File: config.mk
export PLATFORM = sky130hd
export DESIGN_NAME = sim_status_reporter
export DESIGN_NICKNAME = d
export VERILOG_FILES = /design/src/rtl/sim_status_reporter.sv
export SDC_FILE = /design/constraint.sdc
export NUM_CORES = 1
export LEC_CHECK = 0
export ABC_AREA = 1
export CAP_MARGIN = 0
export CORE_MARGIN = 5
export CORE_UTILIZATION = 30
export CTS_BUF_LIST = sky130_fd_sc_hd__clkbuf_8
export DETAILED_ROUTE_END_ITERATION = 16
export HOLD_SLACK_MARGIN = 0.12
export PLACE_DENSITY_LB_ADDON = 0.05
export SLEW_MARGIN = 10
export SYNTH_ARGS = -nofsm -noshare
export SYNTH_HDL_FRONTEND = slang
export SYNTH_SLANG_ARGS = --single-unit
File: constraint.sdc
create_clock -name refclk -period 6.1 [get_ports refclk]
set_input_delay 1.83 -clock refclk [delete_from_list [all_inputs] [get_ports refclk]]
set_output_delay 1.83 -clock refclk [all_outputs]
set_load 0.005 [all_outputs]
File: src/rtl/sim_status_reporter.sv
// Simulation status channel producer: queues 32-bit report words, paces them onto
// sim_report with a strobe, then latches a sticky done/verdict, with a watchdog fail-safe.
module sim_status_reporter #(
   parameter int          DEPTH        = 4,
   parameter int          HOLD         = 4,
   parameter int          TIMEOUT      = 100000,
   parameter logic [31:0] TIMEOUT_CODE = 32'hDEAD_0001
) (
   input  logic        refclk,
   input  logic        rst,
   input  logic        wr_valid,
   input  logic [31:0] wr_data,
   output logic        wr_ready,
   input  logic        finish,
   input  logic        finish_pass,
   output logic [31:0] sim_report,
   output logic        sim_report_stb,
   output logic        sim_done,
   output logic        sim_success,
   output logic        busy
);

   localparam int AW = $clog2(DEPTH);
   localparam int CW = AW + 1;
   localparam int HW = (HOLD > 1) ? $clog2(HOLD) : 1;

   typedef enum logic [1:0] {ST_IDLE, ST_HOLD, ST_DONE} state_t;

   state_t          state_q, state_d;
   logic [31:0]     mem_q [DEPTH];
   logic [31:0]     mem_d [DEPTH];
   logic [AW-1:0]   rptr_q, rptr_d, wptr_q, wptr_d;
   logic [CW-1:0]   count_q, count_d;
   logic [HW-1:0]   hold_cnt_q, hold_cnt_d;
   logic [31:0]     wd_q, wd_d;
   logic [31:0]     rep_q, rep_d;
   logic            stb_q, stb_d;
   logic            done_q, done_d;
   logic            succ_q, succ_d;
   logic            fin_pend_q, fin_pend_d;
   logic            fin_pass_q, fin_pass_d;

   logic push, pop, empty, full, wd_exp;

   assign empty    = (count_q == '0);
   assign full     = (count_q == CW'(DEPTH));
   assign wr_ready = !full && (state_q != ST_DONE);
   assign push     = wr_valid && wr_ready;
   assign wd_exp   = (TIMEOUT != 0) && (state_q != ST_DONE) && (wd_q == 32'(TIMEOUT - 1));

   assign sim_report     = rep_q;
   assign sim_report_stb = stb_q;
   assign sim_done       = done_q;
   assign sim_success    = succ_q;
   assign busy           = !empty || (state_q == ST_HOLD);

   always_comb begin
      state_d    = state_q;
      mem_d      = mem_q;
      rptr_d     = rptr_q;
      wptr_d     = wptr_q;
      hold_cnt_d = hold_cnt_q;
      wd_d       = wd_q;
      rep_d      = rep_q;
      stb_d      = 1'b0;
      done_d     = done_q;
      succ_d     = succ_q;
      fin_pend_d = fin_pend_q;
      fin_pass_d = fin_pass_q;
      pop        = 1'b0;

      if (push) begin
         mem_d[wptr_q] = wr_data;
         wptr_d        = wptr_q + 1'b1;
      end
      if (state_q != ST_DONE && finish && !fin_pend_q) begin
         fin_pend_d = 1'b1;
         fin_pass_d = finish_pass;
      end
      if (TIMEOUT != 0 && state_q != ST_DONE) wd_d = wd_q + 32'd1;

      case (state_q)
         ST_IDLE: begin
            if (!empty) pop = 1'b1;
            else if (fin_pend_q) begin
               state_d = ST_DONE;
               done_d  = 1'b1;
               succ_d  = fin_pass_q;
            end
         end
         ST_HOLD: begin
            if (hold_cnt_q != '0) hold_cnt_d = hold_cnt_q - 1'b1;
            else if (!empty) pop = 1'b1;
            else if (fin_pend_q) begin
               state_d = ST_DONE;
               done_d  = 1'b1;
               succ_d  = fin_pass_q;
            end else state_d = ST_IDLE;
         end
         default: ;
      endcase

      if (pop) begin
         rep_d      = mem_q[rptr_q];
         stb_d      = 1'b1;
         rptr_d     = rptr_q + 1'b1;
         hold_cnt_d = HW'(HOLD - 1);
         state_d    = ST_HOLD;
      end
      count_d = count_q + CW'(push) - CW'(pop);

      // Watchdog expiry beats any pop, push or verdict decided in the same cycle.
      if (wd_exp) begin
         state_d = ST_DONE;
         rep_d   = TIMEOUT_CODE;
         stb_d   = 1'b1;
         done_d  = 1'b1;
         succ_d  = 1'b0;
         count_d = '0;
         rptr_d  = '0;
         wptr_d  = '0;
      end
   end

   always_ff @(posedge refclk) begin
      if (rst) begin
         state_q    <= ST_IDLE;
         mem_q      <= '{default: '0};
         rptr_q     <= '0;
         wptr_q     <= '0;
         count_q    <= '0;
         hold_cnt_q <= '0;
         wd_q       <= '0;
         rep_q      <= '0;
         stb_q      <= 1'b0;
         done_q     <= 1'b0;
         succ_q     <= 1'b0;
         fin_pend_q <= 1'b0;
         fin_pass_q <= 1'b0;
      end else begin
         state_q    <= state_d;
         mem_q      <= mem_d;
         rptr_q     <= rptr_d;
         wptr_q     <= wptr_d;
         count_q    <= count_d;
         hold_cnt_q <= hold_cnt_d;
         wd_q       <= wd_d;
         rep_q      <= rep_d;
         stb_q      <= stb_d;
         done_q     <= done_d;
         succ_q     <= succ_d;
         fin_pend_q <= fin_pend_d;
         fin_pass_q <= fin_pass_d;
      end
   end

endmodule

; ---- Word-level counts from Yosys, hierarchy flattened
; Cells that the tools add are included.
[totals]
register_bits = 208
latch_bits = 0
ram_bits = 0
mem_bits_ro = 0
inputBits = 37
wordCells = 102
mem_count = 0
[op_classes]
add_sub_neg = 6
mul = 0
div = 0
n_lt_le_gt_ge = 3
n_eq_ne = 14
n_shift = 0
mux = 33
bitwise = 2
n_reduce_logical = 26
[op_table]
columns = operator, count
row1 = 2-to-1 mux 32 bit, 5
row2 = bitwise mux 128 bit, 1
row3 = binary-select mux 32 bit (select 2 bit), 1
row4 = demux 32 bit (select 2 bit), 1
row5 = adder 32 x 1 -> 32 bit (second input constant), 1
row6 = == test 32 x 17 -> 1 bit (second input constant), 1
row7 = 2-to-1 mux 2 bit, 10
row8 = inequality test 4 bit (second input constant), 4
row9 = inequality test 3 bit (second input constant), 5
row10 = 2-to-1 mux 1 bit, 11
row11 = AND reduction 5 bit, 2
row12 = nonzero test 2 bit, 5
row13 = greater-or-equal comparator 3 bit (second input constant), 2
row14 = logical AND 1 bit, 6
row15 = NOT 2 -> 3 bit, 2
row16 = one-hot mux 1 bit (2 select lines), 3
row17 = AND reduction 2 bit, 3
row18 = nonzero test 3 bit, 2
row19 = adder 2 x 1 -> 2 bit (second input constant), 2
row20 = inequality test 2 bit (second input constant), 2
row21 = one-hot mux 2 bit (2 select lines), 1
row22 = nonzero test 4 bit, 1
row23 = adder 3 x 1 -> 3 bit, 1
row24 = == test 3 bit (second input constant), 1
row25 = other kinds (9), 11

; ---- Longest topological paths before layout
[logic_depth]
depth_word = 6
ltp_mapped = 12

; ---- Least setup slack after synthesis
; No wires, ideal clock.
[synth_timing]
path_type = input to register
startpoint = input port wr_valid
endpoint = register count_q[2]
setup_ns = 0.116
arrival_time_ns = 3.441
required_ns = 5.984
path_slack_ns = 2.543
cell_stages = 9
n_path_buf = 1
cell_sequence = buf_1 -> nand2_1 -> ha_1 -> inv_1 -> ha_1 -> fa_1 -> xnor2_1 -> xnor2_1 -> nor2_1
[synth_via]
elab_chain_cells = 3
[synth_lines]
columns = item, line_no
row1 = start: declaration, 11  ; input logic wr_valid,
row2 = logical AND 1 bit, 48  ; assign push = wr_valid && wr_ready;
row3 = adder 3 x 1 -> 3 bit, 110  ; count_d = count_q + CW'(push) - CW'(pop);
row4 = subtractor 3 x 1 -> 3 bit, 110
row5 = end signal: assignment, 145  ; count_q <= count_d;
row6 = end: declaration, 33  ; logic [CW-1:0] count_q, count_d;
; No other way between the ends.
; A chain may end at the register's enable or synchronous reset.

; ---- Worst setup path after layout
[layout_timing]
startpoint = register state_q[1]
endpoint = output port wr_ready
[layout_via]
elab_chain_cells = 2
[layout_lines]
columns = item, line_no
row1 = start: declaration, 29  ; state_t state_q, state_d;
row2 = start signal: assignment, 141  ; state_q <= state_d;
row3 = inequality test 2 bit, 47  ; assign wr_ready = !full && (state_q != ST_DONE);
row4 = logical AND 1 bit, 47
row5 = end: declaration, 13  ; output logic wr_ready,
; No other way between the ends.

==> flow_summary_export.csv <==
group,metric,value,unit
cells_and_area,diodes,0,
synthesis,async_flop_share,0,
floorplanning,die_w,183,um
power_and_ir_drop,p_leak,3.87,nW
sta,fin_tns_setup,0,ps
worst_setup_path,r2r-start,"rptr_q[1]",
cells_and_area,post-route-util,0.366,
placement,dp_cells,1648,
synthesis,synth_top_cell_by_area,"dfxtp_1",
grt,grt_usage,0.147,
synthesis,synth-edff-count,0,
clocking,clock-sinks,208,
synthesis,synth_cell_type_count,33,
worst_setup_path,required,4270,ps
grt,grt_pass1_vias,7625,
synthesis,syn_inst,1253,
grt,grt_overflow,0,
worst_setup_path,worstPathMaxFanout,8,
outcome,status,"completed",
worst_setup_path,startpoint,"state_q[1]",
sta,timing.slew.headroom,0.282,
floorplanning,dieHeight,183,um
clocking,clockBufferDepth,3,
synthesis,netlist_top_cells_area,"dfxtp_1, a21oi_1, o21ai_0, inv_1, nor2_1",
drt,final_antenna_net_count,0,
grt,grt_first_pass_wirelength,40.5,mm
drt,drt_iter0_drc,323,
power_and_ir_drop,power,4.66,mW
sta,grt_setup_unrepaired,"false",
placement,pre_cts_ws,1820,ps
clocking,post_cts_resized,0,
sta,setup_viol,0,
worst_hold_path,hp-start,"mem_q[12]",
cells_and_area,drive_above_1_share,0.0653,
clocking,cts.clk_slew.worst_paths,60,ps
floorplanning,initial_core_util,0.305,
clocking,numCtsBuffers,41,
synthesis,synth_area_per_cell,7.20,um^2
floorplanning,core,29600,um^2
cells_and_area,fin_cells,1722,
grt,antenna_found_initial,1,
placement,placed_area,10000,um^2
synthesis,synth_area,9030,um^2
synthesis,ys_seq_area_frac,0.461,
sta,skew,33.7,ps
clocking,root_buffer,"clkbuf_8",
power_and_ir_drop,power_density,430,nW/um^2
sta,finalCriticalPeriod,3730,ps
placement,portBuffers,73,
drt,wirelength,25.0,mm
sta,fin_crit_sh,0.612,
synthesis,synth_common_cells,"a21oi_1, o21ai_0, dfxtp_1",
sta,fmax,268,MHz
placement,hpwl,15.0,mm
grt,grt_start_max_net_pins,78,
sta,drv_slew,0,
synthesis,synth-seq-cells,208,
placement,gp_congestion,0.761,
power_and_ir_drop,vdd_drop_max,0.174,mV
drt,first_pass_iters,4,
worst_setup_path,critPathArrivalTime,1900,ps
clocking,cts_setup_buffers,0,
synthesis,synth_fp_nets,1299,
clocking,cts_tree,"yes",
synthesis,yosys_warnings,0,
floorplanning,ios,74,
sta,whs,439,ps
drt,routedWlPerCell,14.5,um
drt,vias_per_cell,4.58,
synthesis,ys.flop_type,"dfxtp_1",
floorplanning,rows,63,
cells_and_area,final_area,10900,um^2
clocking,clk_latency,550,ps
worst_setup_path,worst-setup-path-type,"flip-flop to primary output",
synthesis,synth_top_area_frac,0.461,
drt,routed-via-count,7888,
worst_setup_path,worstSetupStartpointType,"flip-flop",
worst_setup_path,end_kind,"primary output",
cells_and_area,area_growth,20.2,%
drt,drcViolationCount,0,
sta,worst_slew_pin_slew,1080,ps
worst_hold_path,hp-class,"flip-flop to flip-flop",
sta,finalWorstSetupSlack,2370,ps
run,drv_cap,0,
sta,hold_violations,0,
synthesis,synth_most_common_cell,"a21oi_1",
floorplanning,die_area,33700,um^2
cells_and_area,nets,1347,
clocking,ctsHoldBuffers,0,
clocking,htreeDepth,2,
## routing by layer
metal  global-route usage  part of all wire
met1                0.201              0.50
met2                0.239              0.44
met3               0.0283             0.038
met4               0.0402             0.020
met5                    0           0.00076
## cell type report
cell class	instances	area [um^2]
fillers	3312	18800
flip-flops and latches	208	4170
multi-input cells	778	3840
repair buffers	83	806
clock buffers	55	757
inverters	189	711
well taps	390	488
clock inverters	19	85.1
## kinds of logic after synthesis
group / after synthesis / share of synthesized area
xor gates and xnor gates: 5 / 0.00485
AOI/OAI and AO/OA: 493 / 0.279
DFF: 208 / 0.461
buffers and inverters: 267 / 0.113
muxes: 1 / 0.00125
and+or+nand+nor: 270 / 0.127
adders and majority gates: 9 / 0.0133
## registers in the layout, indices dropped and copies added, names as in the netlist
register	count
count_q	3
sim_success	1
sim_report	32
sim_done	1
rptr_q	2
wd_q	32
sim_report_stb	1
state_q	2
fin_pend_q	1
hold_cnt_q	2
wptr_q	2
mem_q	128
fin_pass_q	1
## worst paths after layout
check             cells after the start  slack [ps]              to
setup / recovery                      4        2370        wr_ready
hold / removal                        2         440       mem_q[12]
setup reg to reg                      6        3360  sim_report[22]
hold reg to reg                       2         440       mem_q[12]
## layout by cell type (no fill, tap or decap), drive strengths merged
master | synthesis | routed
o21bai | 1 | 1
a31oi | 1 | 1
mux2 | 1 | 1
a21oi | 257 | 257
clkinvlp | 0 | 1
fa | 1 | 1
o21ai | 221 | 221
xnor2 | 3 | 3
o211ai | 12 | 12
buf | 16 | 10
nand3b | 3 | 3
ha | 8 | 8
nand4 | 11 | 11
clkbuf | 62 | 55
xor2 | 2 | 2
nor2 | 122 | 122
inv | 188 | 205
nor3b | 1 | 1
o21ba | 1 | 1
nor3 | 6 | 6
clkinv | 1 | 2
dfxtp | 208 | 208
nand3 | 30 | 30
clkdlybuf4s50 | 0 | 73
nand2 | 97 | 97
## critical path, cell delays in order (launching register included)
cell and delay [ps]:
dfxtp_1 340, inv_2 110, nor2_4 90, a21oi_4 260, clkdlybuf4s50_1 560
## report_power, final
group	internal (mW)	switching (mW)	leakage [nW]	total, mW
Clock	0.803	0.606	0.490	1.41
Sequential	1.62	0.165	1.70	1.78
Combinational	0.581	0.891	1.69	1.47
Total	3.00	1.66	3.87	4.66
Power figures use the tool's default switching activity.
